`config.mk`:
```
export PLATFORM = sky130hd
export DESIGN_NAME = exec_writeback
export DESIGN_NICKNAME = d
export VERILOG_FILES = /design/src/rtl/exec_writeback.sv
export SDC_FILE = /design/constraint.sdc
export NUM_CORES = 1
export LEC_CHECK = 0
export ABC_AREA = 1
export CAP_MARGIN = 20
export CORE_MARGIN = 3
export CORE_UTILIZATION = 55
export CTS_CLUSTER_DIAMETER = 100
export DETAILED_ROUTE_END_ITERATION = 10
export PLACE_DENSITY = 0.79
export SETUP_SLACK_MARGIN = 0.15
export SLEW_MARGIN = 30
export SYNTH_ARGS = -nofsm -noshare
export SYNTH_HDL_FRONTEND = slang
export SYNTH_SLANG_ARGS = --single-unit
```
`constraint.sdc`:
```
create_clock -name clk -period 1.7 [get_ports clk]
set_input_delay 0.255 -clock clk [delete_from_list [all_inputs] [get_ports clk]]
set_output_delay 0.255 -clock clk [all_outputs]
set_load 0.05 [all_outputs]
```
`src/rtl/exec_writeback.sv`:
```
// Execute stage feeding the register-file write port: single-cycle ALU plus an
// optional iterative 16-step shift-add multiplier enabled by the EXEC_MUL_EN macro.
module exec_writeback #(
  parameter int WIDTH  = 16,
  parameter int ADDR_W = 4
) (
  input  logic              clk,
  input  logic              rst_n,
  input  logic              in_valid,
  output logic              in_ready,
  input  logic [3:0]        codop,
  input  logic [WIDTH-1:0]  op_a,
  input  logic [WIDTH-1:0]  op_b,
  input  logic [ADDR_W-1:0] dest,
  output logic              wb_en,
  output logic [ADDR_W-1:0] wb_addr,
  output logic [WIDTH-1:0]  wb_data,
  output logic              busy
);

  localparam logic [3:0] OP_ADD = 4'd0;
  localparam logic [3:0] OP_SUB = 4'd1;
  localparam logic [3:0] OP_AND = 4'd2;
  localparam logic [3:0] OP_OR  = 4'd3;
  localparam logic [3:0] OP_XOR = 4'd4;
  localparam logic [3:0] OP_NOT = 4'd5;
  localparam logic [3:0] OP_SHL = 4'd6;
  localparam logic [3:0] OP_SHR = 4'd7;
  localparam logic [3:0] OP_MOV = 4'd9;
  localparam logic [3:0] OP_SLT = 4'd10;

  localparam int SH_STAGES = 4;

  // Logarithmic shifters: stage gi shifts by 2**gi when op_b[gi] is set.
  logic [WIDTH-1:0] shl_stage [0:SH_STAGES];
  logic [WIDTH-1:0] shr_stage [0:SH_STAGES];

  assign shl_stage[0] = op_a;
  assign shr_stage[0] = op_a;

  genvar gi;
  generate
    for (gi = 0; gi < SH_STAGES; gi++) begin : g_shift
      localparam int DIST = 1 << gi;
      assign shl_stage[gi+1] = op_b[gi] ? (shl_stage[gi] << DIST) : shl_stage[gi];
      assign shr_stage[gi+1] = op_b[gi] ? (shr_stage[gi] >> DIST) : shr_stage[gi];
    end
  endgenerate

  logic slt_bit;
  assign slt_bit = $signed(op_a) < $signed(op_b);

  logic [WIDTH-1:0] alu_result;
  logic             alu_writes;

  always_comb begin
    alu_result = '0;
    alu_writes = 1'b1;
    case (codop)
      OP_ADD:  alu_result = op_a + op_b;
      OP_SUB:  alu_result = op_a - op_b;
      OP_AND:  alu_result = op_a & op_b;
      OP_OR:   alu_result = op_a | op_b;
      OP_XOR:  alu_result = op_a ^ op_b;
      OP_NOT:  alu_result = ~op_a;
      OP_SHL:  alu_result = shl_stage[SH_STAGES];
      OP_SHR:  alu_result = shr_stage[SH_STAGES];
      OP_MOV:  alu_result = op_a;
      OP_SLT:  alu_result = {{(WIDTH-1){1'b0}}, slt_bit};
      // MUL is not a single-cycle op; NOPs never write.
      default: alu_writes = 1'b0;
    endcase
  end

  logic              wb_en_reg,   wb_en_next;
  logic [ADDR_W-1:0] wb_addr_reg, wb_addr_next;
  logic [WIDTH-1:0]  wb_data_reg, wb_data_next;

`ifdef EXEC_MUL_EN
  localparam logic [3:0] OP_MUL = 4'd8;

  typedef enum logic {S_IDLE, S_MUL} state_t;

  state_t            state_reg,  state_next;
  logic [WIDTH-1:0]  mcand_reg,  mcand_next;
  logic [WIDTH-1:0]  mplier_reg, mplier_next;
  logic [WIDTH-1:0]  acc_reg,    acc_next;
  logic [3:0]        count_reg,  count_next;
  logic [ADDR_W-1:0] mdest_reg,  mdest_next;
  logic [WIDTH-1:0]  step_sum;

  assign step_sum = acc_reg + (mplier_reg[0] ? mcand_reg : '0);

  always_ff @(posedge clk or negedge rst_n) begin
    if (!rst_n) begin
      state_reg  <= S_IDLE;
      mcand_reg  <= '0;
      mplier_reg <= '0;
      acc_reg    <= '0;
      count_reg  <= '0;
      mdest_reg  <= '0;
    end else begin
      state_reg  <= state_next;
      mcand_reg  <= mcand_next;
      mplier_reg <= mplier_next;
      acc_reg    <= acc_next;
      count_reg  <= count_next;
      mdest_reg  <= mdest_next;
    end
  end

  always_comb begin
    state_next   = state_reg;
    mcand_next   = mcand_reg;
    mplier_next  = mplier_reg;
    acc_next     = acc_reg;
    count_next   = count_reg;
    mdest_next   = mdest_reg;
    wb_en_next   = 1'b0;
    wb_addr_next = wb_addr_reg;
    wb_data_next = wb_data_reg;
    in_ready     = 1'b0;
    busy         = 1'b0;
    case (state_reg)
      S_IDLE: begin
        in_ready = 1'b1;
        if (in_valid) begin
          if (codop == OP_MUL) begin
            state_next  = S_MUL;
            mcand_next  = op_a;
            mplier_next = op_b;
            acc_next    = '0;
            count_next  = '0;
            mdest_next  = dest;
          end else if (alu_writes) begin
            wb_en_next   = 1'b1;
            wb_addr_next = dest;
            wb_data_next = alu_result;
          end
        end
      end
      S_MUL: begin
        busy        = 1'b1;
        acc_next    = step_sum;
        mcand_next  = mcand_reg << 1;
        mplier_next = mplier_reg >> 1;
        count_next  = count_reg + 4'd1;
        // The sixteenth step writes its own sum straight out.
        if (count_reg == 4'd15) begin
          state_next   = S_IDLE;
          wb_en_next   = 1'b1;
          wb_addr_next = mdest_reg;
          wb_data_next = step_sum;
        end
      end
      default: state_next = S_IDLE;
    endcase
  end
`else
  always_comb begin
    in_ready     = 1'b1;
    busy         = 1'b0;
    wb_en_next   = 1'b0;
    wb_addr_next = wb_addr_reg;
    wb_data_next = wb_data_reg;
    if (in_valid && alu_writes) begin
      wb_en_next   = 1'b1;
      wb_addr_next = dest;
      wb_data_next = alu_result;
    end
  end
`endif

  always_ff @(posedge clk or negedge rst_n) begin
    if (!rst_n) begin
      wb_en_reg   <= 1'b0;
      wb_addr_reg <= '0;
      wb_data_reg <= '0;
    end else begin
      wb_en_reg   <= wb_en_next;
      wb_addr_reg <= wb_addr_next;
      wb_data_reg <= wb_data_next;
    end
  end

  assign wb_en   = wb_en_reg;
  assign wb_addr = wb_addr_reg;
  assign wb_data = wb_data_reg;

endmodule
```
==> results.tsv, run 1 <==
metric	value	unit
outcome	aborted with a tool error	
Fail Step	global routing	
first reported error	[ERROR GRT-0232] Routing congestion too high. Check the congestion heatmap in the GUI.	
Row Count	34	
CTS max path bufs	2	
placed insts	1322	
Num CTS Buffers	3	
Yosys top cell by area	nand2_1	
Synthesized Nets	1083	
GPL Wtd Cong	1.056	
total congestion overflow	111	
CTS Hold Bufs	0	
cell count after synthesis	989	
Detailed Place HPWL	17.93	mm
Die Ht	103.3	microns
WEP type	register data pin	
top cells by area, synth	nand2_1 25%, nand3_1 15%, ha_1 12%, dfrtp_1 10%, inv_1 9.4%	
Initial Util	0.5802	
I/O pin cnt	66	
synth warn	0	
largest net degree at the start of global routing	31	
Main synth FF type	dfrtp_1	
H-tree Lvls	1	
flop and latch count out of synthesis	21	
GR repair worst EP	wb_data[10]$_DFFE_PN0P_/D	
CTS Sinks	21	
count leader, synth	nand2_1	
PortBufs	63	
EDFF count, synth	0	
Netlist cell types	37	
Mapped Avg Cell Area	5.265	sq um
Die Wd	103.3	microns
mapped cell area	0.005207	sq mm
commonest cells in the netlist	347 x nand2_1, 160 x nand3_1, 130 x inv_1	
Yosys top cell area share	0.2501	
GRT Util Overall	0.7767	
asr flop ratio synth	1.000	
clk root buf	clkbuf_8	
sequential share of the synthesized area	0.1009	
-- routing by layer --
metal,overflow,global-route usage
met4,52,0.8376
met5,0,0.2404
met1,2,0.7551
met3,2,0.6244
met2,55,0.9398
-- repair_timing --
| item | CTS |
|---|---|
| pin swaps | 50 |
| setup buffers | 9 |
| gates cloned | 1 |
| gates resized for setup | 267 |
| endpoints found under the setup margin | 17 |
| endpoints found under the hold margin | 0 |
-- logic make-up after synthesis --
family,synth area share
AOI/OAI and AO/OA,0.09395
DFF,0.1009
and+or+nand+nor,0.5356
adders and majority gates,0.1254
other,0.001442
buffers and inverters,0.1427
-- stage by stage --
step | instance area [sq um] | worst slack (ns) | TNS, ns | utilization | hold WS, ns
4_1_cts | 7923 | 0.1364 | 0 | 0.8826 | 0.3389
3_5_place_dp | 7253 | -0.7782 | -11.67 | 0.8081 | 0.4703
3_3_place_gp | 7253 | -0.7563 | -10.96 | 0.8081 | 0.4663
2_1_floorplan | 5333 | -0.01910 | -0.01910 | - | -0.04059
==> inputs of run 2 (changes only) <==
--- a/config.mk
+++ b/config.mk
@@ -8,11 +8,9 @@
 export ABC_AREA = 1
 export CAP_MARGIN = 20
 export CORE_MARGIN = 3
-export CORE_UTILIZATION = 55
-export CTS_CLUSTER_DIAMETER = 100
+export CORE_UTILIZATION = 40
 export DETAILED_ROUTE_END_ITERATION = 10
-export PLACE_DENSITY = 0.79
-export SETUP_SLACK_MARGIN = 0.15
+export PLACE_DENSITY_LB_ADDON = 0.15
 export SLEW_MARGIN = 30
 export SYNTH_ARGS = -nofsm -noshare
 export SYNTH_HDL_FRONTEND = slang
==> results.tsv, run 2 <==
metric	value	unit	change
sequential share of the synthesized area	0.1009		unchanged
via count	7352		
vias in the first global route	6607		
Final nets	1316		
drt via density	5.278		
Row Count	41		+21%
count leader, synth	nand2_1		
CP endpoint kind	register		
Pleak	0.004350	uW	
Detailed Place HPWL	17.48	mm	-2.5%
mapped cell area	0.005207	sq mm	unchanged
CTS max path bufs	2		unchanged
first-pass GRT wire length	35.24	mm	
Yosys top cell by area	nand2_1		
simple-gate portion of the synthesized area	0.5356		unchanged
flop and latch count out of synthesis	21		unchanged
top cells by area, synth	nand2_1 25%, nand3_1 15%, ha_1 12%, dfrtp_1 10%, inv_1 9.4%		
CTS tree	yes		
outcome	complete, no violations		
max_cap viols	0		
commonest non-fill, non-tap cell in the layout	nand2_1		
H-tree Lvls	1		unchanged
initial antenna violation count	0		
VDD IR-drop max	0.0005053	V	
Hold Crit Class	primary input to asynchronous set/reset pin		
GRT Util Overall	0.3057		
Crit-path slowest cell	fa_2		
Die Ht	120.1	microns	+16%
hold slack	0.3437	ns	
1st-iter DRT viols	872		
Yosys top cell area share	0.2501		unchanged
cell count after synthesis	989		unchanged
critical path class	primary input to register		
RSZ-0062 raised after global routing	yes		
DP Worst Slack	-0.7987	ns	-0.02046 ns
Num CTS Buffers	3		unchanged
Worst setup SP type	primary input		
skew final	0	ns	
commonest cells in the netlist	347 x nand2_1, 160 x nand3_1, 130 x inv_1		
min Tclk post-route	1.677	ns	
final setup vio count	0		
max reg flops	16		
asr flop ratio synth	1.000		unchanged
Synth Area in Compound Gates	0.09395		unchanged
total congestion overflow	0		
clk root buf	clkbuf_16		
final setup margin	0.02271	ns	
Slowest Stage Delay on Critical Path	0.38	ns	
Synthesized Nets	1083		unchanged
Netlist cell types	37		unchanged
drt drc	0		
routed wire length	22.63	mm	
Tcrit/Tclk final	0.9866		
crit-path cells	buf_6, buf_6, ha_4, inv_2, fa_2, inv_2, nand4_1, nand2_2, nand2_2, nand3_2, nand2_1, nand2_1, nand3_1, nand2_1, inv_1		
Slew Viols, Final	0		
post-route ant nets	0		
required time worst endpoint	1.85	ns	
Die Wd	120.1	microns	+16%
Initial Util	0.4110		-0.1692
PortBufs	63		unchanged
most frequent cells in the layout	296 x nand2_1, 205 x buf_4, 143 x nand3_1, 86 x inv_1, 61 x nor2_1		
CTS Sinks	21		unchanged
post-synthesis xor/xnor area fraction	0		unchanged
CP max FO	3		
Crit path top cell by count	nand2_1		
Core Area	0.01267	sq mm	
GPL Wtd Cong	0.9821		-7.0%
P&R area growth vs syn	58.41	%	
EDFF count, synth	0		unchanged
main combinational cell family by area after synthesis	simple AND/OR/NAND/NOR gates		
Cell Pwr Density	467.5	mW/mm^2	
die footprint	0.01442	sq mm	
routed length per instance	16.25	microns	
I/O pin cnt	66		unchanged
Main synth FF type	dfrtp_1		
fraction of layout instances using a drive strength above 1	0.3776		
DRT Pass-1 Iters	6		
Worst Path Arrival	1.82	ns	
R2R cell count	3		
clk slew on worst S/H paths	0.06	ns	
synth warn	0		unchanged
n_diodes	0		
largest net degree at the start of global routing	37		
CTS Hold Bufs	0		unchanged
multiplexer area fraction after synthesis	0		unchanged
Mapped Avg Cell Area	5.265	sq um	unchanged
Adder-Cell Fraction of Synth Area	0.1254		unchanged
Clock Latency Late Sink	0.25	ns	
Final Hold Fails	0		
fmax	596.2	MHz	
[run 2: cell counts after synthesis]
No cell type changed its count.
[run 2: cell families after synthesis]
kind of cell	Yosys count
adder cells (fa/ha/maj)	51
flip-flops	21
buffers and inverters	176
other	2
AND/OR/NAND/NOR	651
AO/OA/AOI/OAI	88
[run 2: final timing paths]
kind	startpoint	to	slack, ns
max	op_a[0]	wb_data[10]	0.02
min	rst_n	wb_addr[3]	0.34
max reg2reg	wb_data[8]	wb_data[8]	0.88
min reg2reg	wb_addr[2]	wb_addr[2]	0.48
max in group asynchronous	rst_n	wb_data[7]	1.14
min in group clk	wb_addr[2]	wb_addr[2]	0.48
[run 2: final cells by class]
class	instances	area, sq um
Clock buffer	3	75.07
Clock inverter	1	5.005
Fill cell	1246	4422
Inverter	137	539.3
Multi-Input combinational cell	793	4707
Sequential cell	21	525.5
Tap cell	172	215.2
Timing Repair Buffer	266	2182
[run 2: worst max-delay path, delay by kind of cell]
family        cells  cell delay, ns
fa+ha+maj         2            0.51
buf+inv           5            0.32
simple gates      8            0.73
[run 2: report_power, final]
group	switching, uW	internal (uW)	leakage, uW	total, uW
Combinational	1620	1130	0.00406	2750
Sequential	40.2	581	0.000248	622
Clock	171	315	0.0000409	486
[run 2: layer usage]
metal / routed length (microns) / global-route usage / vias up
met2: 10530 / 0.5125 / 355
met1: 9581 / 0.4222 / 3332
met5: 0 / 0 / -
li1: - / - / 3600
met4: 725 / 0.06442 / 0
met3: 1796 / 0.03676 / 65
[run 2: timing repair]
| item | CTS | global route |
|---|---|---|
| endpoints found under the setup margin | 16 | 16 |
| pin swaps | 44 | 61 |
| gates resized for setup | 198 | 132 |
| setup buffers | 19 | 15 |
| cloned | 2 | 0 |
| endpoints found under the hold margin | 0 | 0 |
[run 2: metrics by stage]
| stage | TNS, ns | cell area, sq um | std cells | utilization | power, uW |
|---|---|---|---|---|---|
| after global placement | -11.77 | 7171 | 1353 | 0.5659 | 2891 |
| after global routing | -0.3095 | 8249 | 1393 | 0.6510 | 4109 |
| after detailed placement | -11.94 | 7171 | 1353 | 0.5659 | 2899 |
| final | 0 | 8249 | 1393 | 0.6510 | 3857 |
| after floorplan | -0.01910 | 5314 | 989 | - | 1939 |
| after CTS | 0 | 7888 | 1378 | 0.6225 | 3643 |
No activity file was read; power rests on OpenSTA's default activity.
==> inputs of run 3 (changes only) <==
--- a/config.mk
+++ b/config.mk
@@ -6,7 +6,6 @@
 export NUM_CORES = 1
 export LEC_CHECK = 0
 export ABC_AREA = 1
-export CAP_MARGIN = 20
 export CORE_MARGIN = 3
 export CORE_UTILIZATION = 40
 export DETAILED_ROUTE_END_ITERATION = 10
==> results of run 3 <==
Same layout as run 2: the final DEF is identical, and so are final timing and power.
